`src/rtl/x_pattern_driver.sv`:
```
// UART byte-command pattern driver: static/walk/toggle/count modes on a programmable tick, with pattern readback.
// Loads reach o_data one cycle after the completing byte; readback holds o_tx_data stable until i_tx_ready.
module x_pattern_driver #(
  parameter int p_channels = 25,
  parameter int p_div_w    = 16
) (
  input  logic                  i_clk,
  input  logic                  i_rst,
  input  logic                  i_rx_valid,
  input  logic [7:0]            i_rx_data,
  output logic                  o_tx_valid,
  output logic [7:0]            o_tx_data,
  input  logic                  i_tx_ready,
  output logic                  o_busy,
  output logic [p_channels-1:0] o_data
);
  localparam int p_bytes = (p_channels + 7) / 8;
  localparam int IDX_W = (p_bytes > 1) ? $clog2(p_bytes) : 1;
  localparam logic [IDX_W-1:0] LAST_IDX = IDX_W'(p_bytes - 1);
  localparam logic [p_channels-1:0] ONE = p_channels'(1);
  localparam logic [7:0] CMD_M = 8'h4D;
  localparam logic [7:0] CMD_P = 8'h50;
  localparam logic [7:0] CMD_D = 8'h44;
  localparam logic [7:0] CMD_R = 8'h52;

  typedef enum logic [2:0] {S_IDLE, S_MODE, S_PAT, S_DIVL, S_DIVH, S_READ} state_t;

  state_t                state, state_nxt;
  logic [IDX_W-1:0]      idx;
  logic [p_channels-1:0] shadow, pat_next, pattern, snap, data_step;
  logic [1:0]            mode;
  logic [p_div_w-1:0]    div, cnt, div_new;
  logic [7:0]            div_lo;
  logic                  tick, last_idx, tx_acc;
  logic                  load_pat, load_mode, load_div, load_any;

  assign last_idx  = (idx == LAST_IDX);
  assign tx_acc    = (state == S_READ) && i_tx_ready;
  assign load_pat  = (state == S_PAT) && i_rx_valid && last_idx;
  assign load_mode = (state == S_MODE) && i_rx_valid;
  assign load_div  = (state == S_DIVH) && i_rx_valid;
  assign load_any  = load_pat || load_mode || load_div;
  assign tick      = (cnt == div);

  always_ff @(posedge i_clk or negedge i_rst) begin
    if (!i_rst) state <= S_IDLE;
    else        state <= state_nxt;
  end

  always_comb begin
    state_nxt = state;
    case (state)
      S_IDLE: if (i_rx_valid) begin
        case (i_rx_data)
          CMD_M:   state_nxt = S_MODE;
          CMD_P:   state_nxt = S_PAT;
          CMD_D:   state_nxt = S_DIVL;
          CMD_R:   state_nxt = S_READ;
          default: state_nxt = S_IDLE;
        endcase
      end
      S_MODE:  if (i_rx_valid) state_nxt = S_IDLE;
      S_PAT:   if (i_rx_valid && last_idx) state_nxt = S_IDLE;
      S_DIVL:  if (i_rx_valid) state_nxt = S_DIVH;
      S_DIVH:  if (i_rx_valid) state_nxt = S_IDLE;
      S_READ:  if (tx_acc && last_idx) state_nxt = S_IDLE;
      default: state_nxt = S_IDLE;
    endcase
  end

  always_comb begin
    o_busy     = (state != S_IDLE);
    o_tx_valid = (state == S_READ);
    o_tx_data  = 8'h00;
    if (state == S_READ) begin
      for (int b = 0; b < p_channels; b++)
        if (IDX_W'(b / 8) == idx) o_tx_data[b % 8] = snap[b];
    end
  end

  // Final pattern: the byte arriving now overlays its lane of the shadow
  always_comb begin
    pat_next = shadow;
    for (int b = 0; b < p_channels; b++)
      if (IDX_W'(b / 8) == idx) pat_next[b] = i_rx_data[b % 8];
  end

  always_comb begin
    div_new = '0;
    for (int b = 0; b < p_div_w && b < 16; b++) begin
      if (b < 8) div_new[b] = div_lo[b % 8];
      else       div_new[b] = i_rx_data[b % 8];
    end
  end

  always_comb begin
    case (mode)
      2'd0:    data_step = o_data;
      2'd1:    data_step = (o_data << 1) | (o_data >> (p_channels - 1));
      2'd2:    data_step = ~o_data;
      default: data_step = o_data + ONE;
    endcase
  end

  always_ff @(posedge i_clk or negedge i_rst) begin
    if (!i_rst) begin
      idx     <= '0;
      shadow  <= '0;
      pattern <= '0;
      snap    <= '0;
      mode    <= 2'd0;
      div     <= '0;
      div_lo  <= 8'h00;
      cnt     <= '0;
      o_data  <= '0;
    end else begin
      if (state == S_IDLE && i_rx_valid && (i_rx_data == CMD_P || i_rx_data == CMD_R))
        idx <= '0;
      else if ((state == S_PAT && i_rx_valid) || tx_acc)
        idx <= idx + 1'b1;

      if (state == S_IDLE && i_rx_valid && i_rx_data == CMD_R) snap <= o_data;
      if (state == S_PAT && i_rx_valid) shadow <= pat_next;
      if (load_pat) pattern <= pat_next;
      if (load_mode) mode <= i_rx_data[1:0];
      if (state == S_DIVL && i_rx_valid) div_lo <= i_rx_data;
      if (load_div) div <= div_new;

      if (load_any || tick) cnt <= '0;
      else                  cnt <= cnt + 1'b1;

      // Any command completion takes priority and swallows a coincident tick
      if (load_pat)       o_data <= pat_next;
      else if (load_mode) o_data <= pattern;
      else if (!load_div && tick) o_data <= data_step;
    end
  end
endmodule

```
`config.mk`:
```
export PLATFORM = sky130hd
export DESIGN_NAME = x_pattern_driver
export DESIGN_NICKNAME = d
export VERILOG_FILES = /design/src/rtl/x_pattern_driver.sv
export SDC_FILE = /design/constraint.sdc
export NUM_CORES = 1
export LEC_CHECK = 0
export CORE_UTILIZATION = 50
export DETAILED_ROUTE_END_ITERATION = 10
export GPL_TIMING_DRIVEN = 0
export PLACE_DENSITY = 0.8
export SLEW_MARGIN = 30
export SYNTH_ARGS = -nofsm -noshare
export SYNTH_HDL_FRONTEND = slang
export SYNTH_SLANG_ARGS = --single-unit
export TNS_END_PERCENT = 100
```
`constraint.sdc`:
```
create_clock -name i_clk -period 2.4 [get_ports i_clk]
set_input_delay 0.36 -clock i_clk [delete_from_list [all_inputs] [get_ports i_clk]]
set_output_delay 0.36 -clock i_clk [all_outputs]
set_load 0.05 [all_outputs]
```
* Word level (Yosys, flattened, before mapping)
Cells that the tools add are included.
** Operators by class
- $add $sub $neg :: 3
- Eq/ne operators :: 22
- Mux-type cells :: 65
- Bitwise gates (word level) :: 2
- Reductions and logical operators :: 27
** Operator list (number)
- two-way mux 25 bit :: 3
- case mux 25 bit (3 select lines) :: 1
- two-way mux 1 bit :: 50
- == test 8 x 7 -> 1 bit (second input constant) :: 4
- adder 25 x 1 -> 25 bit (second input constant) :: 1
- inverter 25 bit :: 1
- bitwise OR 25 x 1 -> 25 bit :: 1
- adder 16 x 1 -> 16 bit (second input constant) :: 1
- == test 16 bit :: 1
- two-way mux 16 bit :: 1
- two-way mux 3 bit :: 5
- case mux 3 bit (5 select lines) :: 1
- logical AND 1 bit :: 12
- case mux 3 bit (4 select lines) :: 1
- two-way mux 8 bit :: 1
- == test 3 x 2 -> 1 bit (second input constant) :: 2
- == test 3 bit (second input constant) :: 2
- inequality test 2 bit (second input constant) :: 3
- nonzero test 3 bit :: 2
- logical OR 1 bit :: 5
- AND reduction 5 bit :: 1
- == test 2 bit (first input constant) :: 2
- == test 2 bit (second input constant) :: 2
- logical NOT 2 bit :: 2
- 12 further kinds :: 14
** Word-level totals
- Flip-flop bits (word level) :: 147
- Bits of input ports :: 12
- Output and inout bits :: 35

* Longest topological paths before layout
Gate-level depths: netlist of run 1.
- Word-level depth :: 7
- Gate-level depth with buffers :: 11
- Depth with buffers taken out :: 8

* Least setup slack after synthesis of run 1
Ideal clock, no wire load.
- Path type :: register to output
- Start :: register idx[0]
- End :: output o_tx_data[1]
- Data arrival time :: 2.320 ns
- Slack :: -0.280 ns
- Cell stages (with the launch flop) :: 8
- Cell sequence :: dfrtp_1 inv_1 ha_1 clkbuf_1 clkbuf_1 clkbuf_1 a21oi_1 nor2_1
** On the way
- Cells in the longest elaborated chain, start to end :: 5
- Elaborated cells between the ends (all ways) :: 7
- Those cells by class :: eq/ne: 2; mux: 4; reduce/logical: 1
** Ends and longest elaborated chain
- start: declaration :: line 29 : logic [IDX_W-1:0] idx;
- start signal: assignment :: line 120 : idx <= idx + 1'b1;
- logical NOT 2 bit :: line 77 : if (IDX_W'(b / 8) == idx) o_tx_data[b % 8] = snap[b];
- two-way mux 1 bit (2 in a row) :: line 77
- two-way mux 1 bit (*) :: line 77
- two-way mux 8 bit (*) :: line 75 : if (state == S_READ) begin
- end: declaration :: line 12 : output logic [7:0] o_tx_data,
Every way passes the cells marked *; elsewhere a longest branch is shown, timed or not.

* Worst setup path in the final report of run 1
- Start :: register state[0]
- End :: register snap[6]
** On the way
- Cells in the longest elaborated chain, start to end :: 3
** Ends and longest elaborated chain
- start: declaration :: line 28 : state_t state, state_nxt;
- start signal: assignment :: line 47 : else state <= state_nxt;
- logical NOT 3 bit :: line 122 : if (state == S_IDLE && i_rx_valid && i_rx_data == CMD_R) snap <= o_data;
- logical AND 1 bit (2 in a row) :: line 122
- end signal: assignment :: line 122
- end: declaration :: line 30 : logic [p_channels-1:0] shadow, pat_next, pattern, snap, data_step;
Every way passes these cells.
A chain may end at the register's enable or synchronous reset.

==> results.cfg, run 1 <==
[yosys]
ys_warn_count = 0
synth_edf_count = 0
ys_ff_latch = 146
seq_area_frac_synth_pct = 46.4
ys.flop_type = dfrtp_1
yosysTopAreaCell = dfrtp_1
synth_top_area_share_pct = 46.4
synth_cell_type_count = 62
postSynthAreaPerCell_um2 = 9.84
synth.area.top_cells = dfrtp_1 (46%), mux2_2 (8.0%), o21ai_0 (4.2%), mux2_4 (3.8%), a21oi_1 (3.6%)
syn_area_um2 = 7870
synthCells = 800
synthTopCellsByCount = dfrtp_1 (146), nor2_1 (74), nand2_1 (66), o21ai_0 (66)
synth.most_common_cell = dfrtp_1
async_flop_share_pct = 100
syn-num-nets = 821

[floorplanning]
die_w_um = 127
die_y_um = 127
core_region_area_um2 = 15300
io_pins = 47
num_rows = 45
die_area_um2 = 16200
start_util_pct = 51.6

[timing]
holdWs_ns = 0.450
finalWorstSetupSlack_ns = -0.0528
finalCritPeriodShare_pct = 102
worstMarginPinSlew_ns = 0.698
slew_headroom_pct = 53.5
fin_worst_skew_ns = 0.00828
maxSlewViolCount = 0
max_freq_ghz = 0.408
period_needed_ns = 2.45
finalHoldViolCount = 0
rsz0062_at_grt = true
setup_violations = 22

[power]
p_switching_mw = 5.14
p_sw_share_pct = 43.4
p_clk_share_pct = 22.1
worst_ir_drop_vdd_mv = 0.887
p_int_mw = 6.71
power.total_mw = 11.9
pwr-share-comb_pct = 45.7
power_frac_seq_pct = 32.2
power_leakage_nw = 4.28
power_density_nw_per_um2 = 1210

[drt]
wl_mm = 22.0
first_iter_violations = 557
post_drt_wl_per_cell_um = 20.0
drtPass1Iterations = 5
vias = 6667
drc_errors = 0
avgViaCountPerCell = 6.07
ant_nets = 0

[global_route]
grtUsageTotal_pct = 28.4
grt_pass1_vias = 6458
grt_pass1_wl_mm = 35.0
antenna_found_initial = 0
grt_overflow = 0
grt_max_degree = 87

[critical_path]
cp.arrival_ns = 2.78
critPathKind = reg -> reg
end_kind = register
rrSetupSlack_ns = -0.05
worstPathRequired_ns = 2.72
cp_max_fo = 6
cp-start-kind = register

[clock_network]
cts_tree = yes
clk_pin_slew_worst_paths_ns = 0.06
h-tree-depth = 4
clock_latency_ns = 0.44
cts_root_buffer = clkbuf_16
cts_buffers = 17
clock-sinks = 146
cts.path.max_buffers = 2

[placed_design]
io_buffer_count = 43
dpl.hpwl_mm = 14.6
place_congestion = 0.970

[final_layout]
areaGrowthSynthToFinish_pct = 24.1
antennaDiodeCount = 0
drive_gt1_share_pct = 26.0
nNetsFinal = 896

[hold_path]
hold_path.class = in -> async

[run_status]
failed_checks = setup timing
status = finished, violations left

[run]
maxCapViolations = 0
[metal layers]
layer  track usage (%)  part of all wire, %  vias up
met5                 0                    0        -
met4              13.6                  3.1        0
met3              6.66                  7.7       71
met2              45.3                   48      346
met1              36.4                   41     3235
li1                  -                    -     3015
[stage by stage]
stage | TNS [ns] | cell area (um^2) | setup slack (ns) | std cells | util (%)
3_5_place_dp | -59.44 | 8670 | -1.02 | 1055 | 56.8
6_report | -0.731 | 9760 | -0.0528 | 1098 | 64.0
3_3_place_gp | -769.39 | 8630 | -5.38 | 1054 | 56.6
5_1_grt | -2.32 | 9760 | -0.114 | 1098 | 64.0
4_1_cts | -0.432 | 9500 | -0.0415 | 1092 | 62.3
2_1_floorplan | -0.940 | 7940 | -0.0706 | 800 | -
[layout make-up]
type                            count  area, um^2
Clock buffer                       17         425
Inverter                           18        67.6
Tap cell                          211         264
Timing Repair Buffer               69         737
Multi-Input combinational cell    578        4180
Sequential cell                   146        3660
Fill cell                        1171        5490
Clock inverter                     14         143
Buffer                             45         282
[flip-flops by register name, summed over array words and instances (netlist names)]
register,flops
o_data,25
pattern,25
snap,25
div,16
cnt,16
idx,2
state,3
mode,2
shadow,24
div_lo,8
[power by group through the flow]
| stage | registers [mW] | clock network, mW | logic, mW |
|---|---|---|---|
| after floorplan | 4.18 | 0 | 2.91 |
| after global placement | 3.73 | 0 | 4.73 |
| after detailed placement | 3.76 | 0 | 4.82 |
| after CTS | 3.74 | 2.64 | 5.11 |
| after global routing | 3.90 | 2.76 | 5.82 |
| final | 3.82 | 2.62 | 5.42 |
[repair_timing]
item / CTS / global route
hold endpoints to repair: 60 / 0
pin swaps: 5 / 6
endpoints found under the setup margin: 87 / 85
hold buffers: 1 / 0
setup buffers: 10 / 12
cloned: 1 / 1
gates resized for setup: 106 / 50
[kinds of logic (layout without fill, tap and decap cells)]
group           after synthesis  in the layout  share of synthesized area, %
flops                       146            146                          46.4
mux                          96             96                          14.4
simple gates                242            242                          14.9
buf+inv                      76            163                          3.98
xor+xnor                     32             32                          3.56
fa+ha+maj                     9              9                          1.43
compound gates              199            199                          15.3
[cell usage in the layout, fill, tap and decap left out, types with 7 or more instances in the layout]
| master | synthesis | final |
|---|---|---|
| dfrtp_1 | 146 | 139 |
| o21ai_0 | 66 | 66 |
| nand2_1 | 66 | 64 |
| nor2_1 | 74 | 61 |
| mux2_2 | 56 | 56 |
| a21oi_1 | 56 | 46 |
| clkdlybuf4s50_1 | 0 | 33 |
| xnor2_1 | 24 | 24 |
| nand3_1 | 25 | 22 |
| buf_4 | 0 | 20 |
| mux2i_1 | 20 | 20 |
| mux2_4 | 20 | 20 |
| clkbuf_16 | 0 | 19 |
| inv_1 | 18 | 16 |
| nor3_1 | 18 | 16 |
| clkbuf_1 | 46 | 15 |
| clkbuf_2 | 0 | 14 |
| nand4_1 | 9 | 9 |
| a21oi_2 | 0 | 9 |
| a211oi_1 | 9 | 9 |
| buf_6 | 3 | 9 |
| xor2_1 | 8 | 8 |
| nor2b_1 | 9 | 8 |
| a31oi_1 | 8 | 8 |
| o21a_1 | 8 | 8 |
| a21o_1 | 8 | 8 |
| nor2_4 | 0 | 7 |
| buf_2 | 4 | 7 |
| inv_6 | 0 | 7 |
| dfrtp_2 | 0 | 7 |
[final timing paths]
| path | end | start | depth (start not counted) |
|---|---|---|---|
| max | snap[6] | state[0] | 7 |
| min | snap[1] | i_rst | 2 |
| max reg2reg | snap[6] | state[0] | 7 |
| min reg2reg | pattern[6] | pattern[6] | 1 |
| max in group asynchronous | div_lo[6] | i_rst | 3 |
| min in group i_clk | pattern[6] | pattern[6] | 1 |
[critical path, stage by stage (launching register included)]
cell and delay [ns]:
dfrtp_1 0.41, or3_4 0.41, or4b_4 0.51, nor3_4 0.15, and3_4 0.25, nand2_8 0.11, clkbuf_16 0.21, mux2_4 0.29
Note: power is estimated with default switching activity, not from simulation.
==> run 2: changes to the inputs <==
--- a/config.mk
+++ b/config.mk
@@ -5,6 +5,7 @@
 export SDC_FILE = /design/constraint.sdc
 export NUM_CORES = 1
 export LEC_CHECK = 0
+export CAP_MARGIN = 20
 export CORE_UTILIZATION = 50
 export DETAILED_ROUTE_END_ITERATION = 10
 export GPL_TIMING_DRIVEN = 0
==> results of run 2 <==
No change in the layout: final DEF, timing and power equal those of run 1.
==> run 3: changes to the inputs <==
--- a/config.mk
+++ b/config.mk
@@ -7,9 +7,10 @@
 export LEC_CHECK = 0
 export CAP_MARGIN = 20
 export CORE_UTILIZATION = 50
+export CTS_CLUSTER_SIZE = 30
 export DETAILED_ROUTE_END_ITERATION = 10
 export GPL_TIMING_DRIVEN = 0
-export PLACE_DENSITY = 0.8
+export PLACE_DENSITY = 0.72
 export SLEW_MARGIN = 30
 export SYNTH_ARGS = -nofsm -noshare
 export SYNTH_HDL_FRONTEND = slang
==> run 3 against run 2 <==
Effect of this change:
- the run still ends with setup timing left
- die area unchanged
- first-iteration DRC count is 17% higher
- worst setup slack lost 0.0046 ns
- register-to-register slack gained 0.02 ns
- non-clock buffer count shrank 5
- clock power is 3% higher
- sequential share of layout area is 0.15 points higher
- sequential power hardly changed
- via count is 0.85% lower
- critical path type is now reg -> out
- largest cell class unchanged
- largest power group unchanged
==> results.cfg, run 3 (same netlist as run 1, synthesis figures left out) <==
[drt]
wl_mm = 22.3
avgViaCountPerCell = 6.04
ant_nets = 0
first_iter_violations = 651
vias = 6610
drtPass1Iterations = 5
drc_errors = 0
post_drt_wl_per_cell_um = 20.4

[critical_path]
cp-start-kind = register
cp.arrival_ns = 2.10
cp_max_fo = 8
worstPathRequired_ns = 2.04
critPathKind = reg -> out
end_kind = output port

[placed_design]
dpl.hpwl_mm = 14.9
io_buffer_count = 43
place_congestion = 0.918
pre_cts_ws_ns = -1.10
dpl.cell_count = 1055

[clock_network]
clock_latency_ns = 0.43
cts.path.max_buffers = 2
clk_pin_slew_worst_paths_ns = 0.07
cts_tree = yes
cts_buffers = 17
clock-sinks = 146
h-tree-depth = 4
cts_root_buffer = clkbuf_16

[timing]
rsz0062_at_grt = true
finalCritPeriodShare_pct = 102
max_freq_ghz = 0.407
period_needed_ns = 2.46
finalWorstSetupSlack_ns = -0.0575
slew_headroom_pct = 46.7
fin_worst_skew_ns = 0.0101
setup_violations = 23
worstMarginPinSlew_ns = 0.799
finalHoldViolCount = 0
maxSlewViolCount = 0

[global_route]
grt_max_degree = 84
grt_pass1_vias = 6329
grt_overflow = 0
grt_pass1_wl_mm = 36.0
antenna_found_initial = 0
grtUsageTotal_pct = 29.2

[run_status]
status = finished, violations left
failed_checks = setup timing

[final_layout]
antennaDiodeCount = 0
final_cells = 1094
layout_common_cells = dfrtp_1 (139), o21ai_0 (63), nor2_1 (63), nand2_1 (63), mux2_2 (56)
layout_commonest_cell = dfrtp_1
drive_gt1_share_pct = 25.5
nNetsFinal = 891
reg_top3 = o_data (25), pattern (25), snap (25)
areaGrowthSynthToFinish_pct = 23.6

[power]
worst_ir_drop_vdd_mv = 0.693
power_leakage_nw = 4.26
power_density_nw_per_um2 = 1220

[hold_path]
hold_path.class = in -> async

[floorplanning]
die_area_um2 = 16200
core_region_area_um2 = 15300
start_util_pct = 51.6
die_y_um = 127
num_rows = 45
io_pins = 47
die_w_um = 127

[run]
maxCapViolations = 0
==> run 3: final cells by class <==
| type | count | area [um^2] |
|---|---|---|
| plain buffers | 45 | 278 |
| clock buffers | 18 | 429 |
| clock inverters | 14 | 166 |
| fillers | 1210 | 5530 |
| inverters | 18 | 67.6 |
| multi-input cells | 578 | 4170 |
| flip-flops and latches | 146 | 3660 |
| well taps | 211 | 264 |
| repair buffers | 64 | 687 |
==> run 3: metrics by stage <==
step / TNS (ns) / hold slack [ns] / power, mW / area (um^2) / util [%]
2_1_floorplan: -0.940 / 0.0644 / 7.09 / 7940 / -
3_3_place_gp: -793.49 / 0.454 / 8.51 / 8630 / 56.6
3_5_place_dp: -68.00 / 0.343 / 8.60 / 8660 / 56.8
4_1_cts: -0.226 / 0.481 / 11.6 / 9600 / 62.9
5_1_grt: -1.91 / 0.500 / 12.5 / 9720 / 63.7
6_report: -0.362 / 0.472 / 11.9 / 9720 / 63.7
==> run 3: routing by layer <==
metal / vias up / routed length [um] / track usage [%]
met3: 38 / 1690 / 5.15
met2: 300 / 10300 / 44.9
met5: - / 0 / 0
met1: 3272 / 9870 / 42.3
met4: 0 / 384 / 8.12
li1: 3000 / - / -
==> run 3: power by group <==
| group | total (mW) | leakage [nW] | internal [mW] | switching, mW |
|---|---|---|---|---|
| clock network | 2.71 | 0.282 | 1.56 | 1.15 |
| registers | 3.80 | 1.92 | 3.09 | 0.707 |
| logic | 5.34 | 2.06 | 2.10 | 3.24 |
==> run 3: critical path, cell delays in order, from the launching register on <==
cell and delay, ns:
dfrtp_1 0.42, buf_6 0.14, ha_4 0.17, nor2b_4 0.18, buf_8 0.16, a221oi_2 0.06
nor3_1 0.13, a21oi_1 0.08, nor2_2 0.16, buf_6 0.17
==> run 3: final timing paths <==
| path | cells past startpoint | from | slack, ns | to |
|---|---|---|---|---|
| worst max-delay path | 9 | idx[0] | -0.06 | o_tx_data[0] |
| worst min register to register | 1 | pattern[6] | 0.48 | pattern[6] |
| min in group i_clk | 1 | pattern[6] | 0.48 | pattern[6] |
| worst min-delay path | 2 | i_rst | 0.47 | o_data[8] |
| worst max register to register | 7 | state[0] | -0.03 | snap[14] |
| max in group asynchronous | 3 | i_rst | 1.15 | div[2] |
==> run 3: timing repair <==
| item | 4_1_cts | 5_1_grt |
|---|---|---|
| hold buffers | 1 | 0 |
| gates cloned | 1 | 1 |
| pin swaps | 4 | 2 |
| endpoints found under the setup margin | 106 | 106 |
| endpoints found under the hold margin | 63 | 0 |
| setup buffers | 12 | 5 |
| resized for setup | 119 | 46 |
